### src/rtl/dest_check_arbiter_pkg.sv
// rtl/dest_check_arbiter_pkg.sv - shared constants and FSM encoding for the destination-check arbiter
package dest_check_arbiter_pkg;

    localparam int WORD_WIDTH             = 16;
    localparam int DEFAULT_TIMEOUT_CYCLES = 15;

    typedef enum logic [2:0] {
        ST_IDLE  = 3'd0,
        ST_ARM   = 3'd1,
        ST_START = 3'd2,
        ST_WAIT  = 3'd3,
        ST_RESP  = 3'd4
    } state_t;

endpackage

### src/rtl/dest_check_arbiter_rr_pick.sv
// rtl/dest_check_arbiter_rr_pick.sv - combinational round-robin picker, first set bit at or after rr_ptr
module dest_check_arbiter_rr_pick #(
    parameter int NUM_REQ = 4
) (
    input  logic [NUM_REQ-1:0]         req,
    input  logic [$clog2(NUM_REQ)-1:0] rr_ptr,
    output logic [NUM_REQ-1:0]         winner_oh,
    output logic [$clog2(NUM_REQ)-1:0] winner_idx,
    output logic                       any_req
);
    import dest_check_arbiter_pkg::*;

    localparam int IDX_W = $clog2(NUM_REQ);

    logic [IDX_W-1:0] cand;

    always_comb begin
        winner_oh  = '0;
        winner_idx = '0;
        any_req    = 1'b0;
        cand       = '0;
        for (int i = 0; i < NUM_REQ; i++) begin
            cand = IDX_W'((int'(rr_ptr) + i) % NUM_REQ);
            if (!any_req && req[cand]) begin
                any_req         = 1'b1;
                winner_oh[cand] = 1'b1;
                winner_idx      = cand;
            end
        end
    end

endmodule

### src/rtl/dest_check_arbiter.sv
// rtl/dest_check_arbiter.sv - round-robin arbiter sequencing one shared destination-check unit
module dest_check_arbiter #(
    parameter int NUM_REQ        = 4,
    parameter int WORD_WIDTH     = dest_check_arbiter_pkg::WORD_WIDTH,
    parameter int TIMEOUT_CYCLES = dest_check_arbiter_pkg::DEFAULT_TIMEOUT_CYCLES
) (
    input  logic                          clock,
    input  logic                          rst,
    input  logic [NUM_REQ-1:0]            req,
    input  logic [NUM_REQ*WORD_WIDTH-1:0] req_dest_id,
    output logic [NUM_REQ-1:0]            gnt,
    output logic [NUM_REQ-1:0]            resp_valid,
    output logic                          resp_is_dest,
    output logic                          resp_timeout,
    output logic                          busy,
    output logic                          unit_en,
    output logic                          unit_start,
    output logic [WORD_WIDTH-1:0]         unit_dest_id,
    input  logic                          unit_is_dest,
    input  logic                          unit_done
);
    import dest_check_arbiter_pkg::*;

    localparam int IDX_W = $clog2(NUM_REQ);
    localparam int WD_W  = $clog2(TIMEOUT_CYCLES + 1);

    state_t                state_q, state_d;
    logic [IDX_W-1:0]      rr_ptr_q, rr_ptr_d;
    logic [IDX_W-1:0]      win_q, win_d;
    logic [WD_W-1:0]       wd_cnt_q, wd_cnt_d;
    logic [NUM_REQ-1:0]    gnt_q, gnt_d;
    logic [NUM_REQ-1:0]    resp_valid_q, resp_valid_d;
    logic                  resp_is_dest_q, resp_is_dest_d;
    logic                  resp_timeout_q, resp_timeout_d;
    logic                  busy_q, busy_d;
    logic                  unit_en_q, unit_en_d;
    logic                  unit_start_q, unit_start_d;
    logic [WORD_WIDTH-1:0] unit_dest_id_q, unit_dest_id_d;

    logic [NUM_REQ-1:0]    pick_oh;
    logic [IDX_W-1:0]      pick_idx;
    logic                  pick_any;
    logic [WORD_WIDTH-1:0] pick_id;

    dest_check_arbiter_rr_pick #(
        .NUM_REQ(NUM_REQ)
    ) u_rr_pick (
        .req       (req),
        .rr_ptr    (rr_ptr_q),
        .winner_oh (pick_oh),
        .winner_idx(pick_idx),
        .any_req   (pick_any)
    );

    always_comb begin
        pick_id = '0;
        for (int i = 0; i < NUM_REQ; i++) begin
            if (pick_oh[i]) pick_id = req_dest_id[i*WORD_WIDTH +: WORD_WIDTH];
        end
    end

    always_comb begin
        state_d        = state_q;
        rr_ptr_d       = rr_ptr_q;
        win_d          = win_q;
        wd_cnt_d       = wd_cnt_q;
        gnt_d          = gnt_q;
        resp_valid_d   = '0;
        resp_is_dest_d = resp_is_dest_q;
        resp_timeout_d = resp_timeout_q;
        unit_en_d      = 1'b0;
        unit_start_d   = 1'b0;
        unit_dest_id_d = unit_dest_id_q;
        case (state_q)
            ST_IDLE: begin
                if (pick_any) begin
                    gnt_d          = pick_oh;
                    win_d          = pick_idx;
                    unit_dest_id_d = pick_id;
                    wd_cnt_d       = '0;
                    unit_en_d      = 1'b1;
                    state_d        = ST_ARM;
                end
            end
            ST_ARM: begin
                unit_start_d = 1'b1;
                state_d      = ST_START;
            end
            ST_START: state_d = ST_WAIT;
            ST_WAIT: begin
                // done wins over an expiring watchdog on the same edge
                if (unit_done) begin
                    resp_is_dest_d = unit_is_dest;
                    resp_timeout_d = 1'b0;
                    resp_valid_d   = gnt_q;
                    state_d        = ST_RESP;
                end else begin
                    wd_cnt_d = WD_W'(wd_cnt_q + 1'b1);
                    if (wd_cnt_d == WD_W'(TIMEOUT_CYCLES)) begin
                        resp_is_dest_d = 1'b0;
                        resp_timeout_d = 1'b1;
                        resp_valid_d   = gnt_q;
                        state_d        = ST_RESP;
                    end
                end
            end
            ST_RESP: begin
                gnt_d          = '0;
                resp_is_dest_d = 1'b0;
                resp_timeout_d = 1'b0;
                rr_ptr_d       = (int'(win_q) == NUM_REQ - 1) ? '0 : IDX_W'(win_q + 1'b1);
                state_d        = ST_IDLE;
            end
            default: state_d = ST_IDLE;
        endcase
        busy_d = (state_d != ST_IDLE);
    end

    always_ff @(posedge clock or posedge rst) begin
        if (rst) begin
            state_q        <= ST_IDLE;
            rr_ptr_q       <= '0;
            win_q          <= '0;
            wd_cnt_q       <= '0;
            gnt_q          <= '0;
            resp_valid_q   <= '0;
            resp_is_dest_q <= 1'b0;
            resp_timeout_q <= 1'b0;
            busy_q         <= 1'b0;
            unit_en_q      <= 1'b0;
            unit_start_q   <= 1'b0;
            unit_dest_id_q <= '0;
        end else begin
            state_q        <= state_d;
            rr_ptr_q       <= rr_ptr_d;
            win_q          <= win_d;
            wd_cnt_q       <= wd_cnt_d;
            gnt_q          <= gnt_d;
            resp_valid_q   <= resp_valid_d;
            resp_is_dest_q <= resp_is_dest_d;
            resp_timeout_q <= resp_timeout_d;
            busy_q         <= busy_d;
            unit_en_q      <= unit_en_d;
            unit_start_q   <= unit_start_d;
            unit_dest_id_q <= unit_dest_id_d;
        end
    end

    assign gnt          = gnt_q;
    assign resp_valid   = resp_valid_q;
    assign resp_is_dest = resp_is_dest_q;
    assign resp_timeout = resp_timeout_q;
    assign busy         = busy_q;
    assign unit_en      = unit_en_q;
    assign unit_start   = unit_start_q;
    assign unit_dest_id = unit_dest_id_q;

endmodule

### config.mk
export PLATFORM = sky130hd
export DESIGN_NAME = dest_check_arbiter
export DESIGN_NICKNAME = d
export VERILOG_FILES = /design/src/rtl/dest_check_arbiter_pkg.sv /design/src/rtl/dest_check_arbiter_rr_pick.sv /design/src/rtl/dest_check_arbiter.sv
export SDC_FILE = /design/constraint.sdc
export NUM_CORES = 1
export LEC_CHECK = 0
export CAP_MARGIN = 5
export CELL_PAD_IN_SITES_DETAIL_PLACEMENT = 2
export CELL_PAD_IN_SITES_GLOBAL_PLACEMENT = 2
export CORE_ASPECT_RATIO = 0.75
export CORE_MARGIN = 4
export CORE_UTILIZATION = 26
export DETAILED_ROUTE_END_ITERATION = 10
export PLACE_DENSITY = 0.79
export SLEW_MARGIN = 30
export SYNTH_ARGS = -nofsm -noshare
export SYNTH_HDL_FRONTEND = slang
export SYNTH_HIERARCHICAL = 1
export SYNTH_SLANG_ARGS = --single-unit
### constraint.sdc
create_clock -name clock -period 3.5 [get_ports clock]
set_input_delay 0.7 -clock clock [delete_from_list [all_inputs] [get_ports clock]]
set_output_delay 0.7 -clock clock [all_outputs]
set_load 0.01 [all_outputs]
==> impl_metrics.csv, run 1 <==
group,metric,value,unit
run_status,outcome,"completed",
worst_setup_path,critPathKind,"in2reg",
clock_tree,cts-buffers-inserted,5,
layout,antenna_cells,0,
min_path,hp-class,"reg2reg",
timing,slew_headroom,51.6,%
yosys,synth_warnings,6,
worst_setup_path,worstPathCellList,"clkdlybuf4s50_1, mux4_2, buf_4, nor4b_4, a22oi_1, o21ai_1, buf_4, nand2_1, o21ai_0, a22oi_1, a21oi_1",
timing,period_minus_slack,3110,ps
worst_setup_path,slowest_stage_delay_on_critical_path,520,ps
power,power.density,968,nW/um^2
routing,vias_per_cell,4.87,
layout,num-nets-final,478,
timing,rsz0062_at_grt,"false",
worst_setup_path,worstPathMaxFanout,17,
timing,post-route-worst-setup-slack,395,ps
yosys,syn_area,2720,um^2
global_route,first_pass_grt_wire_length,14900,um
timing,timing.final.hold_violations,0,
yosys,ys_seq_elements,40,
routing,antenna_violating_nets_post_route,0,
layout,final_core_util,39.3,%
layout,layout_common_cells,"clkdlybuf4s50_1, a21oi_1, dfrtp_1",
yosys,yosys.area.top_type,"dfrtp_1",
power,cellLeakagePower,0.00163,uW
yosys,syn_nets,382,
worst_setup_path,critical-path-top-delay-family,"buffers and inverters",
yosys,synth.yosys.seq_area_share,36.8,%
global_route,grt_util_all_layers,15.2,%
placement,post-dp-hpwl,7120,um
routing,vias,2604,
global_route,grt_antenna_before_repair,0,
yosys,synth-compound-area-share,28.4,%
routing,wire_per_inst,17.4,um
yosys,yosysTopAreaCellShare,36.8,%
floorplan,die_height,96.5,um
placement,global_placer_s_final_weighted_congestion,0.750,
power,p_total,3900,uW
global_route,grt_start_max_net_pins,41,
worst_setup_path,crit_required,3700,ps
yosys,avgSynthCellArea,9.00,um^2
timing,clock_skew,3.54,ps
timing,totalNegativeSetupSlack,0,ps
timing,finalSetupViolCount,0,
worst_setup_path,critPathCaptureType,"register",
floorplan,placement_rows,32,
clock_tree,clock_latency,280,ps
layout,commonest_non_fill_non_tap_cell_in_the_layout,"clkdlybuf4s50_1",
clock_tree,post_cts_resized,0,
clock_tree,cts_setup_buffers,0,
yosys,post_synth_mux_area_share,6.81,%
placement,preCtsSetupSlack,86.7,ps
clock_tree,cts_max_path_buffers,2,
clock_tree,cts_sinks,40,
global_route,overflow,0,
power,ir_worst_vdd,0.368,mV
timing,timing_worst_slew_pin_value,726,ps
clock_tree,cts_tree,"done",
routing,wl,9320,um
timing,drv_slew,0,
yosys,post_synth_inst_count,302,
clock_tree,clkTransAtPathRegs,60,ps
placement,port-buffer-count,100,
floorplan,fp.dieW,126,um
routing,post-route-drc-count,0,
global_route,global_route.usage.met1,20.6,%
yosys,yosys.area_share.adder,3.68,%
worst_setup_path,cp_data_arrival_time,3300,ps
floorplan,coreArea,10200,um^2
global_route,grt_use_met2,26.4,%
yosys,synth-xor-area-share,0.322,%
worst_setup_path,worstSetupStartpointType,"input port",
layout,n_fill_cell,1160,
floorplan,ioPinCount,101,
worst_setup_path,timing.critical_path.buf_inv,3,
layout,area_delta_synth_final,48.1,%
timing,final_min_period_over_clock_period,88.7,%
worst_setup_path,crit_slowest_cell,"mux4_2",
clock_tree,clk_root_buffer_cell,"clkbuf_16",
clock_tree,cts_hold_buf,0,
yosys,synthTopCellsByArea,"dfrtp_1, a21oi_1, a22oi_1",
placement,dp.cells,527,
layout,layout-drive-gt1-share,14.0,%
floorplan,fp.dieArea,12200,um^2
routing,drt_pre_antenna_iters,4,
clock_tree,htreeDepth,2,
routing,drt_first_iter_violations,76,
job,timing.max_cap.violations,0,
yosys,yosys.area_share.simple,14.1,%
layout,post_layout_nonfiller_instances,535,
yosys,yosys.cell_types.count,45,
global_route,met3_usage,2.97,%
global_route,grt_busiest_layer,"met2",
global_route,first_global_vias,2845,
yosys,main_combinational_cell_family_by_area_after_synthesis,"compound AO/OA/AOI/OAI gates",
timing,fmax,322,MHz
floorplan,floorplan.initialDensity,26.5,%
## synthesized netlist by cell type (all sizes together)
library cell,n
a21oi,57
a32o,1
o2111ai,1
o2bb2ai,1
nand2,22
mux2,6
mux2i,2
xnor2,1
nand2b,2
a22oi,24
nand3,2
nor2,24
buf,9
a21o,1
and2b,4
nand4b,1
mux4,4
o31ai,2
a21boi,1
clkbuf,14
nor3b,1
nor2b,1
nor4b,1
and2,5
nor4,1
a22o,3
o22ai,1
o21ai,28
nand3b,1
dfrtp,40
o211ai,1
and3b,1
ha,8
o311ai,1
inv,25
nor3,5
## registers in the layout, indices dropped and copies added, names as in the netlist
register,count
unit_start,1
wd_cnt_q,4
resp_is_dest,1
unit_en,1
unit_dest_id,16
gnt,4
busy,1
win_q,2
state_q,3
rr_ptr_q,2
resp_timeout,1
resp_valid,4
## worst paths after layout
check	from	slack (ps)	end	depth (start not counted)
worst min register to register	win_q[0]	500	rr_ptr_q[0]	1
worst max-delay path	req[3]	390	unit_dest_id[13]	11
worst min-delay path	win_q[0]	500	rr_ptr_q[0]	1
min in group asynchronous	rst	850	resp_valid[3]	2
worst max register to register	rr_ptr_q[0]	720	unit_dest_id[13]	11
max in group asynchronous	rst	2210	unit_dest_id[8]	2
## where the power goes
part	internal, uW	total, uW	switching (uW)
sequential	662	851	189
clock	284	461	177
combinational	1180	2590	1400
## area by class of cell
cell class / count / area (um^2) / area share, %
multi-input cells: 214 / 1460 / 36.3
clock buffers: 7 / 143 / 3.54
inverters: 25 / 95.1 / 2.36
repair buffers: 112 / 1150 / 28.5
clock inverters: 1 / 7.51 / 0.187
well taps: 136 / 170 / 4.23
flip-flops and latches: 40 / 1000 / 24.9
## cell families (layout without fill, tap and decap cells)
logic type,count (synthesis),in the layout
AO/OA/AOI/OAI,122,122
flip-flops,40,40
AND/OR/NAND/NOR,71,71
adder cells (fa/ha/maj),8,8
multiplexers,12,12
XOR/XNOR,1,1
buffers and inverters,48,145
## layer usage
layer,vias to the layer above,part of all wire [%]
met5,-,0
met4,0,0.23
met3,4,3.9
met2,52,49
met1,1287,47
li1,1261,-
## through the flow
stage               hold WS, ps  instance area (um^2)
finish                      499                  4030
CTS                         496                  4020
floorplan                   458                  2720
detailed placement          490                  3870
global route                523                  4030
global placement            470                  3850
Note: power is estimated with default switching activity, not from simulation.
==> run 2: changes to the inputs <==
--- a/config.mk
+++ b/config.mk
@@ -5,10 +5,11 @@
 export SDC_FILE = /design/constraint.sdc
 export NUM_CORES = 1
 export LEC_CHECK = 0
+export ABC_CLOCK_PERIOD_IN_PS = 3500
 export CAP_MARGIN = 5
 export CELL_PAD_IN_SITES_DETAIL_PLACEMENT = 2
 export CELL_PAD_IN_SITES_GLOBAL_PLACEMENT = 2
-export CORE_ASPECT_RATIO = 0.75
+export CORE_ASPECT_RATIO = 0.6
 export CORE_MARGIN = 4
 export CORE_UTILIZATION = 26
 export DETAILED_ROUTE_END_ITERATION = 10
==> impl_metrics.csv, run 2 (synthesized netlist as in run 1, its figures left out) <==
group,metric,value,unit
global_route,overflow,0,
layout,num-nets-final,481,
worst_setup_path,crit_required,3650,ps
routing,vias,2624,
clock_tree,cts_setup_buffers,0,
layout,n_fill_cell,1143,
global_route,grt_antenna_before_repair,0,
worst_setup_path,slowest_stage_delay_on_critical_path,530,ps
worst_setup_path,cp_data_arrival_time,3380,ps
floorplan,die_height,87.2,um
power,internal_power_component,2150,uW
placement,port-buffer-count,100,
floorplan,placement_rows,28,
timing,clock_skew,9.92,ps
layout,layout-drive-gt1-share,15.2,%
floorplan,ioPinCount,101,
clock_tree,cts_hold_buf,0,
timing,drv_slew,0,
clock_tree,clk_root_buffer_cell,"clkbuf_16",
floorplan,fp.dieArea,12200,um^2
min_path,hp-class,"reg2reg",
power,power.sequential.fraction,21.1,%
worst_setup_path,critPathCaptureType,"register",
routing,wire_per_inst,18.7,um
clock_tree,htreeDepth,2,
job,timing.max_cap.violations,0,
clock_tree,cts_max_path_buffers,2,
worst_setup_path,critical-path-top-delay-family,"buffers and inverters",
timing,period_minus_slack,3230,ps
floorplan,coreArea,10000,um^2
timing,hold_ws,495,ps
timing,final_min_period_over_clock_period,92.3,%
power,netSwitchingPower,1850,uW
placement,global_placer_s_final_weighted_congestion,0.756,
clock_tree,clkTransAtPathRegs,70,ps
worst_setup_path,worstPathMaxFanout,20,
clock_tree,cts_tree,"done",
global_route,grt_util_all_layers,16.8,%
timing,slew_headroom,49.6,%
clock_tree,clock_latency,290,ps
placement,post-dp-hpwl,7760,um
worst_setup_path,crit_slowest_cell,"mux4_2",
worst_setup_path,worstSetupStartpointType,"input port",
global_route,grt_start_max_net_pins,41,
power,power_frac_comb,65.4,%
placement,post_dp_cell_area,3860,um^2
layout,layout_common_cells,"clkdlybuf4s50_1, a21oi_1, dfrtp_1",
clock_tree,post_cts_resized,0,
layout,commonest_non_fill_non_tap_cell_in_the_layout,"clkdlybuf4s50_1",
layout,largest_register_ffs,16,
timing,timing.final.hold_violations,0,
power,power.density,992,nW/um^2
timing,finalSetupViolCount,0,
routing,antenna_violating_nets_post_route,0,
layout,antenna_cells,0,
power,share_clk_of_total_power,13.5,%
layout,layout.cell_area.non_filler,4030,um^2
clock_tree,cts_sinks,40,
worst_setup_path,worstPathCellList,"clkdlybuf4s50_1, mux4_2, buf_4, nor4b_4, a22oi_1, o21ai_2, buf_4, a21oi_1, a22oi_1, a21oi_1",
routing,vias_per_cell,4.89,
power,power_switching_share,46.3,%
routing,post-route-drc-count,0,
timing,timing_worst_slew_pin_value,754,ps
worst_setup_path,timing.critical_path.buf_inv,3,
worst_setup_path,critPathKind,"in2reg",
power,p_total,4000,uW
global_route,first_global_vias,3022,
routing,drt_first_iter_violations,87,
timing,fmax,310,MHz
layout,area_delta_synth_final,48.3,%
run_status,outcome,"completed",
power,cellLeakagePower,0.00165,uW
power,ir_worst_vdd,0.419,mV
clock_tree,cts-buffers-inserted,5,
routing,drt_pre_antenna_iters,4,
floorplan,floorplan.initialDensity,27.1,%
floorplan,fp.dieW,140,um
routing,wl,10000,um
timing,rsz0062_at_grt,"false",
global_route,first_pass_grt_wire_length,16400,um
## run 2: cell types whose count changed in the layout (fill, tap and decap cells not counted), sizes merged
cell    previous run  this run
clkbuf             7         5
clkinv             1         2
bufinv             0         1
buf               12        15
## run 2: area by class of cell
| type | count | area [um^2] | share of cell area (%) |
|---|---|---|---|
| clock buffer | 5 | 125 | 3.10 |
| sequential | 40 | 1000 | 24.8 |
| inverter | 25 | 95.1 | 2.36 |
| multi-input combinational | 214 | 1460 | 36.3 |
| clock inverter | 3 | 42.5 | 1.06 |
| timing repair buffer | 115 | 1130 | 28.1 |
| tap | 135 | 169 | 4.19 |
## run 2: metrics by stage
step	setup TNS [ps]	util, %	setup WS, ps	instances
detailed placement	0	38.5	10.6	529
floorplan	0	-	669	302
global placement	-28.5	38.3	-28.5	528
CTS	0	40.2	290	537
global route	0	40.2	106	537
finish	0	40.2	269	537
## run 2: power by group through the flow
stage               clock (uW)  combinational (uW)  sequential (uW)
finish                     542                2620              842
global route               573                2910              876
CTS                        548                2650              847
detailed placement           0                2630              848
global placement             0                2480              834
floorplan                    0                1690              848
## run 2: worst paths after layout
check,slack [ps],from,endpoint,depth (start not counted)
max,270,req[3],unit_dest_id[13],10
max in group asynchronous,2200,rst,unit_en,2
min,500,win_q[0],rr_ptr_q[0],1
min reg2reg,500,win_q[0],rr_ptr_q[0],1
min in group asynchronous,840,rst,rr_ptr_q[1],2
max reg2reg,560,rr_ptr_q[1],unit_dest_id[13],11
## run 2: worst reg2reg max path: cells and delay by family (launching register included)
family	cells	cell delay, ps
AOI/OAI and AO/OA	5	700
adders and majority gates	1	400
buffers and inverters	3	580
DFF	1	350
muxes	1	350
and+or+nand+nor	1	430
## run 2: per-layer routing
metal | GRT usage, % | vias to the layer above | routed length (um) | part of all wire (%)
met2 | 26.0 | 67 | 4380 | 44
li1 | - | 1265 | - | -
met5 | 0 | - | 0 | 0
met3 | 6.36 | 6 | 719 | 7.2
met1 | 23.0 | 1286 | 4890 | 49
met4 | 2.11 | 0 | 42 | 0.42
